### src/rtl/rvvi_depacketizer.sv
// Purpose : receives RVVI trace frames from an Ethernet MAC RX stream, checks the header and length, and rebuilds the RVVI record.
// Latency : RvviValid rises the cycle after the final payload beat; there is one bubble cycle between frames.
// Backpr. : RvviAxiRready is registered and drops for the whole HOLD state, until RvviValid & RvviReady.
// Ports   : m_axi_aclk/m_axi_aresetn clock and async active-low reset; RvviAxiR* is the 32-bit AXI-Stream input;
//           ExpDstMac/ExpSrcMac/ExpEthType are the required header fields; Rvvi/FrameCount/RvviValid/RvviReady is
//           the record output; GoodFrames/BadFrames/SeqError are the statistics.
module rvvi_depacketizer #(
    parameter int         RVVI_WIDTH        = 560,
    parameter int         FRAME_COUNT_WIDTH = 16,
    parameter int         PAYLOAD_WORDS     = (RVVI_WIDTH + 31) / 32,
    parameter logic [3:0] LAST_KEEP         = (RVVI_WIDTH % 32 == 0) ? 4'hF
                                              : 4'((1 << ((RVVI_WIDTH % 32 + 7) / 8)) - 1)
) (
    input  logic                         m_axi_aclk,
    input  logic                         m_axi_aresetn,
    input  logic [31:0]                  RvviAxiRdata,
    input  logic [3:0]                   RvviAxiRstrb,
    input  logic                         RvviAxiRlast,
    input  logic                         RvviAxiRvalid,
    output logic                         RvviAxiRready,
    input  logic [47:0]                  ExpDstMac,
    input  logic [47:0]                  ExpSrcMac,
    input  logic [15:0]                  ExpEthType,
    output logic [RVVI_WIDTH-1:0]        Rvvi,
    output logic [FRAME_COUNT_WIDTH-1:0] FrameCount,
    output logic                         RvviValid,
    input  logic                         RvviReady,
    output logic [31:0]                  GoodFrames,
    output logic [15:0]                  BadFrames,
    output logic                         SeqError
);

    // The word counter serves both the 4-word header and the payload.
    localparam int CW    = $clog2(PAYLOAD_WORDS > 4 ? PAYLOAD_WORDS : 4);
    localparam int EXT_W = PAYLOAD_WORDS * 32;
    localparam logic [CW-1:0] LAST_IDX = CW'(PAYLOAD_WORDS - 1);
    localparam logic [CW-1:0] HDR_LAST = CW'(3);
    localparam logic [FRAME_COUNT_WIDTH-1:0] FC_ONE = FRAME_COUNT_WIDTH'(1);

    typedef enum logic [1:0] {S_HDR, S_PAY, S_DROP, S_HOLD} state_t;

    state_t                         state;
    logic [CW-1:0]                  cnt;
    logic [FRAME_COUNT_WIDTH-1:0]   fc_q;
    logic [FRAME_COUNT_WIDTH-1:0]   prev_fc;
    logic                           have_prev;

    logic                  beat;
    logic                  hdr_ok;
    logic [15:0]           bad_next;
    logic [RVVI_WIDTH-1:0] wr_mask;
    logic [RVVI_WIDTH-1:0] wr_dat;

    assign beat     = RvviAxiRvalid & RvviAxiRready;
    assign bad_next = (BadFrames == 16'hFFFF) ? BadFrames : BadFrames + 16'd1;

    // The current word is placed at bit 32*cnt. The truncating cast drops the
    // part of the final word that lies above RVVI_WIDTH.
    assign wr_dat  = RVVI_WIDTH'(EXT_W'(RvviAxiRdata) << {cnt, 5'd0});
    assign wr_mask = RVVI_WIDTH'(EXT_W'(32'hFFFF_FFFF) << {cnt, 5'd0});

    // Each header word is checked as it arrives. A partial word or an early
    // tlast also makes the header bad.
    always_comb begin
        hdr_ok = 1'b0;
        case (cnt)
            CW'(0):  hdr_ok = (RvviAxiRdata == ExpDstMac[31:0]);
            CW'(1):  hdr_ok = (RvviAxiRdata == {ExpSrcMac[15:0], ExpDstMac[47:32]});
            CW'(2):  hdr_ok = (RvviAxiRdata == ExpSrcMac[47:16]);
            default: hdr_ok = (RvviAxiRdata[15:0] == ExpEthType);
        endcase
        hdr_ok = hdr_ok && (RvviAxiRstrb == 4'hF) && !RvviAxiRlast;
    end

    always_ff @(posedge m_axi_aclk or negedge m_axi_aresetn) begin
        if (!m_axi_aresetn) begin
            state         <= S_HDR;
            cnt           <= '0;
            fc_q          <= '0;
            prev_fc       <= '0;
            have_prev     <= 1'b0;
            RvviAxiRready <= 1'b0;
            RvviValid     <= 1'b0;
            Rvvi          <= '0;
            FrameCount    <= '0;
            GoodFrames    <= '0;
            BadFrames     <= '0;
            SeqError      <= 1'b0;
        end else begin
            // Ready is held low only while a record waits in HOLD.
            RvviAxiRready <= 1'b1;
            case (state)
                S_HDR: begin
                    if (beat) begin
                        if (!hdr_ok) begin
                            BadFrames <= bad_next;
                            cnt       <= '0;
                            state     <= RvviAxiRlast ? S_HDR : S_DROP;
                        end else if (cnt == HDR_LAST) begin
                            fc_q  <= RvviAxiRdata[31:16];
                            cnt   <= '0;
                            state <= S_PAY;
                        end else begin
                            cnt <= cnt + CW'(1);
                        end
                    end
                end
                S_PAY: begin
                    if (beat) begin
                        Rvvi <= (Rvvi & ~wr_mask) | (wr_dat & wr_mask);
                        if (cnt != LAST_IDX) begin
                            if (RvviAxiRlast) begin
                                // Short frame: tlast before the final word.
                                BadFrames <= bad_next;
                                cnt       <= '0;
                                state     <= S_HDR;
                            end else begin
                                cnt <= cnt + CW'(1);
                            end
                        end else begin
                            cnt <= '0;
                            if (RvviAxiRstrb != LAST_KEEP || !RvviAxiRlast) begin
                                BadFrames <= bad_next;
                                state     <= RvviAxiRlast ? S_HDR : S_DROP;
                            end else begin
                                state         <= S_HOLD;
                                RvviValid     <= 1'b1;
                                RvviAxiRready <= 1'b0;
                                FrameCount    <= fc_q;
                                // The first good frame only seeds the expected count.
                                if (have_prev && fc_q != prev_fc + FC_ONE) begin
                                    SeqError <= 1'b1;
                                end
                                prev_fc   <= fc_q;
                                have_prev <= 1'b1;
                            end
                        end
                    end
                end
                S_DROP: begin
                    if (beat && RvviAxiRlast) begin
                        state <= S_HDR;
                    end
                end
                S_HOLD: begin
                    if (RvviReady) begin
                        RvviValid  <= 1'b0;
                        GoodFrames <= GoodFrames + 32'd1;
                        state      <= S_HDR;
                    end else begin
                        RvviAxiRready <= 1'b0;
                    end
                end
                default: state <= S_HDR;
            endcase
        end
    end

endmodule
### config.mk
export PLATFORM = sky130hd
export DESIGN_NAME = rvvi_depacketizer
export DESIGN_NICKNAME = d
export VERILOG_FILES = /design/src/rtl/rvvi_depacketizer.sv
export SDC_FILE = /design/constraint.sdc
export NUM_CORES = 1
export LEC_CHECK = 0
export ABC_AREA = 1
export CORE_AREA = 2 2 303 305
export DETAILED_ROUTE_END_ITERATION = 12
export DIE_AREA = 0 0 305 307
export PLACE_DENSITY = 0.61
export SLEW_MARGIN = 25
export SYNTH_ARGS = -nofsm -noshare
export SYNTH_HDL_FRONTEND = slang
export SYNTH_SLANG_ARGS = --single-unit
### constraint.sdc
create_clock -name m_axi_aclk -period 3.68 [get_ports m_axi_aclk]
set_input_delay 0.736 -clock m_axi_aclk [delete_from_list [all_inputs] [get_ports m_axi_aclk]]
set_output_delay 0.736 -clock m_axi_aclk [all_outputs]
set_load 0.02 [all_outputs]
==> metrics.log <==
INFO  metric run_status = finished clean
INFO  metric yosysUniqueCellTypes = 41
INFO  metric peakVddDrop = 0.346 mV
INFO  metric powerDensity = 413 nW/um2
INFO  metric crit_arrival = 3980 ps
INFO  metric floorplan.die_area = 93600 um2
INFO  metric io-pin-count = 780
INFO  metric antenna_left = 0
INFO  metric clkLatencyLatePin = 650 ps
INFO  metric cts_tree = yes
INFO  metric type_of_the_most_critical_hold_path = in -> async
INFO  metric worst_slew_pin_slew = 1040 ps
INFO  metric most_common_cell_after_layout_fill_and_taps_aside = nand2_1
INFO  metric synth_top_cell_area_share = 57.6%
INFO  metric htree_levels = 3
INFO  metric cts_buffer_depth = 3
INFO  metric timing.fmax = 0.291 GHz
INFO  metric netlist_top_cells_area = dfrtp_1 (58%), nand2_1 (14%), o21ai_0 (6.7%)
INFO  metric power.total = 16.7 mW
INFO  metric detail_route.vias_per_cell = 4.98
INFO  metric number_of_buffers_added_by_the_clock_tree_synthesis_step = 77
INFO  metric finalSetupViolations = 0
INFO  metric number_of_buffers_inserted_by_port_buffering = 779
INFO  metric cells_after_synthesis = 3282
INFO  metric vias_in_the_first_global_route = 25723
INFO  metric synth.largest_area_cell = dfrtp_1
INFO  metric core_area = 90700 um2
INFO  metric synth-seq-area-share = 57.6%
INFO  metric initialDrtViolationCount = 2479
INFO  metric worstSetupEndpointType = flip-flop
INFO  metric number_of_antenna_violations_at_the_first_check_in_global_routing = 21
INFO  metric cts_hold_buf = 0
INFO  metric rsz0062_at_grt = no
INFO  metric numPlacedInstances = 5160
INFO  metric grt_pass1_wl = 189 mm
INFO  metric number_of_warnings_reported_in_the_yosys_synthesis_log = 0
INFO  metric finalCoreUtilization = 44.6%
INFO  metric drc = 0
INFO  metric final.setup.worst_slack = 241 ps
INFO  metric place_ws = -363 ps
INFO  metric fp.dieW = 305 um
INFO  metric post_route_cells_drive_above_1_share = 6.54%
INFO  metric area_growth_syn_to_layout = 42.8%
INFO  metric mappedNetlistNets = 3444
INFO  metric finalInstanceArea = 40400 um2
INFO  metric maxSlewHeadroom = 30.7%
INFO  metric fin_cells = 5306
INFO  metric fin_nets = 4220
INFO  metric remaining_global_route_overflow = 0
INFO  metric fillcell_total = 8864
INFO  metric maximum_fanout_encountered_on_the_critical_timing_path = 31
INFO  metric start_util = 31.2%
INFO  metric vias = 26445
INFO  metric drt-wirelength-per-cell = 25.0 um
INFO  metric report.final.hold_viol_count = 0
INFO  metric setup.worst_path.class = in -> reg
INFO  metric gp_routability_congestion = 0.910
INFO  metric std_cell_rows = 111
INFO  metric cts.sinks = 651
INFO  metric dr.pass1.iters = 5
INFO  metric ys_seq_elements = 651
INFO  metric final_min_period_over_clock_period = 93.4%
INFO  metric wl = 133 mm
INFO  metric dpl-instance-area = 37800 um2
INFO  metric chipHeight = 307 um
INFO  metric most-common-layout-cells = nand2_1 (1039), clkdlybuf4s50_1 (778), dfrtp_1 (647), o21ai_0 (378), inv_1 (264)
INFO  metric clkSlewWorstSetupHoldPaths = 50 ps
INFO  metric root_buffer = clkbuf_16
INFO  metric critical_path.startpoint_type = primary input
INFO  metric clock-skew-final = 29.3 ps
INFO  metric critical_path_required = 4220 ps
INFO  metric total_leakage_power = 18.0 nW
INFO  metric max-cap-violations = 0
INFO  metric groute.usage.overall = 27.8%
INFO  metric postSynthAreaPerCell = 8.62 um2
INFO  metric post_synth_instance_area = 28300 um2
INFO  metric dpl.hpwl = 102 mm
INFO  metric grt_max_degree = 83
INFO  metric drv_slew = 0
INFO  metric final_period_minus_worst_setup_slack = 3440 ps
-- cell type report --
class | count | area (um2) | area share (%)
Inverter | 282 | 1060 | 2.62
Sequential cell | 651 | 16300 | 40.3
Tap cell | 1186 | 1480 | 3.67
Multi-Input combinational cell | 2170 | 10300 | 25.4
Timing Repair Buffer | 876 | 8780 | 21.7
Clock buffer | 107 | 2180 | 5.39
Clock inverter | 27 | 354 | 0.876
Antenna cell | 7 | 17.5 | 0.0433
-- critical path, cell delays in order --
cell             delay (ps)
clkdlybuf4s50_1         580
xnor2_1                 280
buf_4                   240
nand4_1                 110
nor4_1                  730
buf_4                   280
a21oi_1                  70
nor2_1                  120
a21boi_2                270
nand2_2                 100
nand3_2                 110
buf_12                  180
nand2_1                  70
o21ai_1                  80
-- layer usage --
layer  GRT usage, %  vias to the layer above  part of all wire [%]
met4           10.1                       30                   3.8
met2           44.0                     1139                    45
met3           9.38                      233                   9.6
met1           35.2                    12871                    41
li1               -                    12172                     -
met5              0                        -                  0.16
-- metrics by stage --
step	hold slack [ps]	TNS [ps]
final	105	0
after detailed placement	441	-11350
after floorplan	423	0
after global placement	434	-10320
after global routing	129	0
after CTS	109	0
-- cells by family (layout without fill, tap and decap cells) --
kind of cell               after synthesis  count (layout)  synth area share (%)
DFF                                    651             651                  57.6
AOI/OAI and AO/OA                      607             607                  12.5
xor gates and xnor gates                75              75                  2.32
buffers and inverters                  461            1292                  6.37
and+or+nand+nor                       1479            1479                  20.9
adders and majority gates                9               9                 0.398
other                                    0               7                     0
-- Yosys cell counts, drive strengths merged --
| library cell | instances |
|---|---|
| a22o | 1 |
| ha | 9 |
| nand2 | 1047 |
| nor2 | 255 |
| o221ai | 1 |
| nor3 | 23 |
| nand4 | 32 |
| o41ai | 32 |
| dfrtp | 651 |
| inv | 279 |
| o21ai | 408 |
| nand3b | 1 |
| clkinv | 3 |
| o22ai | 1 |
| nor4 | 9 |
| clkbuf | 152 |
| a211oi | 1 |
| a21boi | 1 |
| nor3b | 1 |
| buf | 27 |
| o311a | 1 |
| o31ai | 131 |
| nand3 | 105 |
| xor2 | 35 |
| a21oi | 29 |
| or2 | 6 |
| a22oi | 1 |
| xnor2 | 40 |
-- final timing paths --
check	startpoint	slack [ps]	depth (start not counted)	end
worst max-delay path	RvviAxiRdata[9]	240	14	BadFrames[8]
worst min-delay path	m_axi_aresetn	110	1	asynchronous set/reset pin
worst max register to register	cnt[1]	260	22	BadFrames[8]
worst min register to register	have_prev	450	2	have_prev
max in group asynchronous	m_axi_aresetn	2610	2	asynchronous set/reset pin
min in group m_axi_aclk	have_prev	450	2	have_prev
-- power breakdown --
group / internal, mW / leakage, nW / switching [mW]
sequential: 7.22 / 9.00 / 0.0730
clock: 4.52 / 1.25 / 3.23
combinational: 0.524 / 7.74 / 1.14
total: 12.3 / 18.0 / 4.44
-- what timing repair did --
action | in CTS | in global routing
endpoints found under the setup margin | 0 | 32
gates resized for setup | 0 | 2
setup buffers | 0 | 5
(Power assumes the default switching activity.)
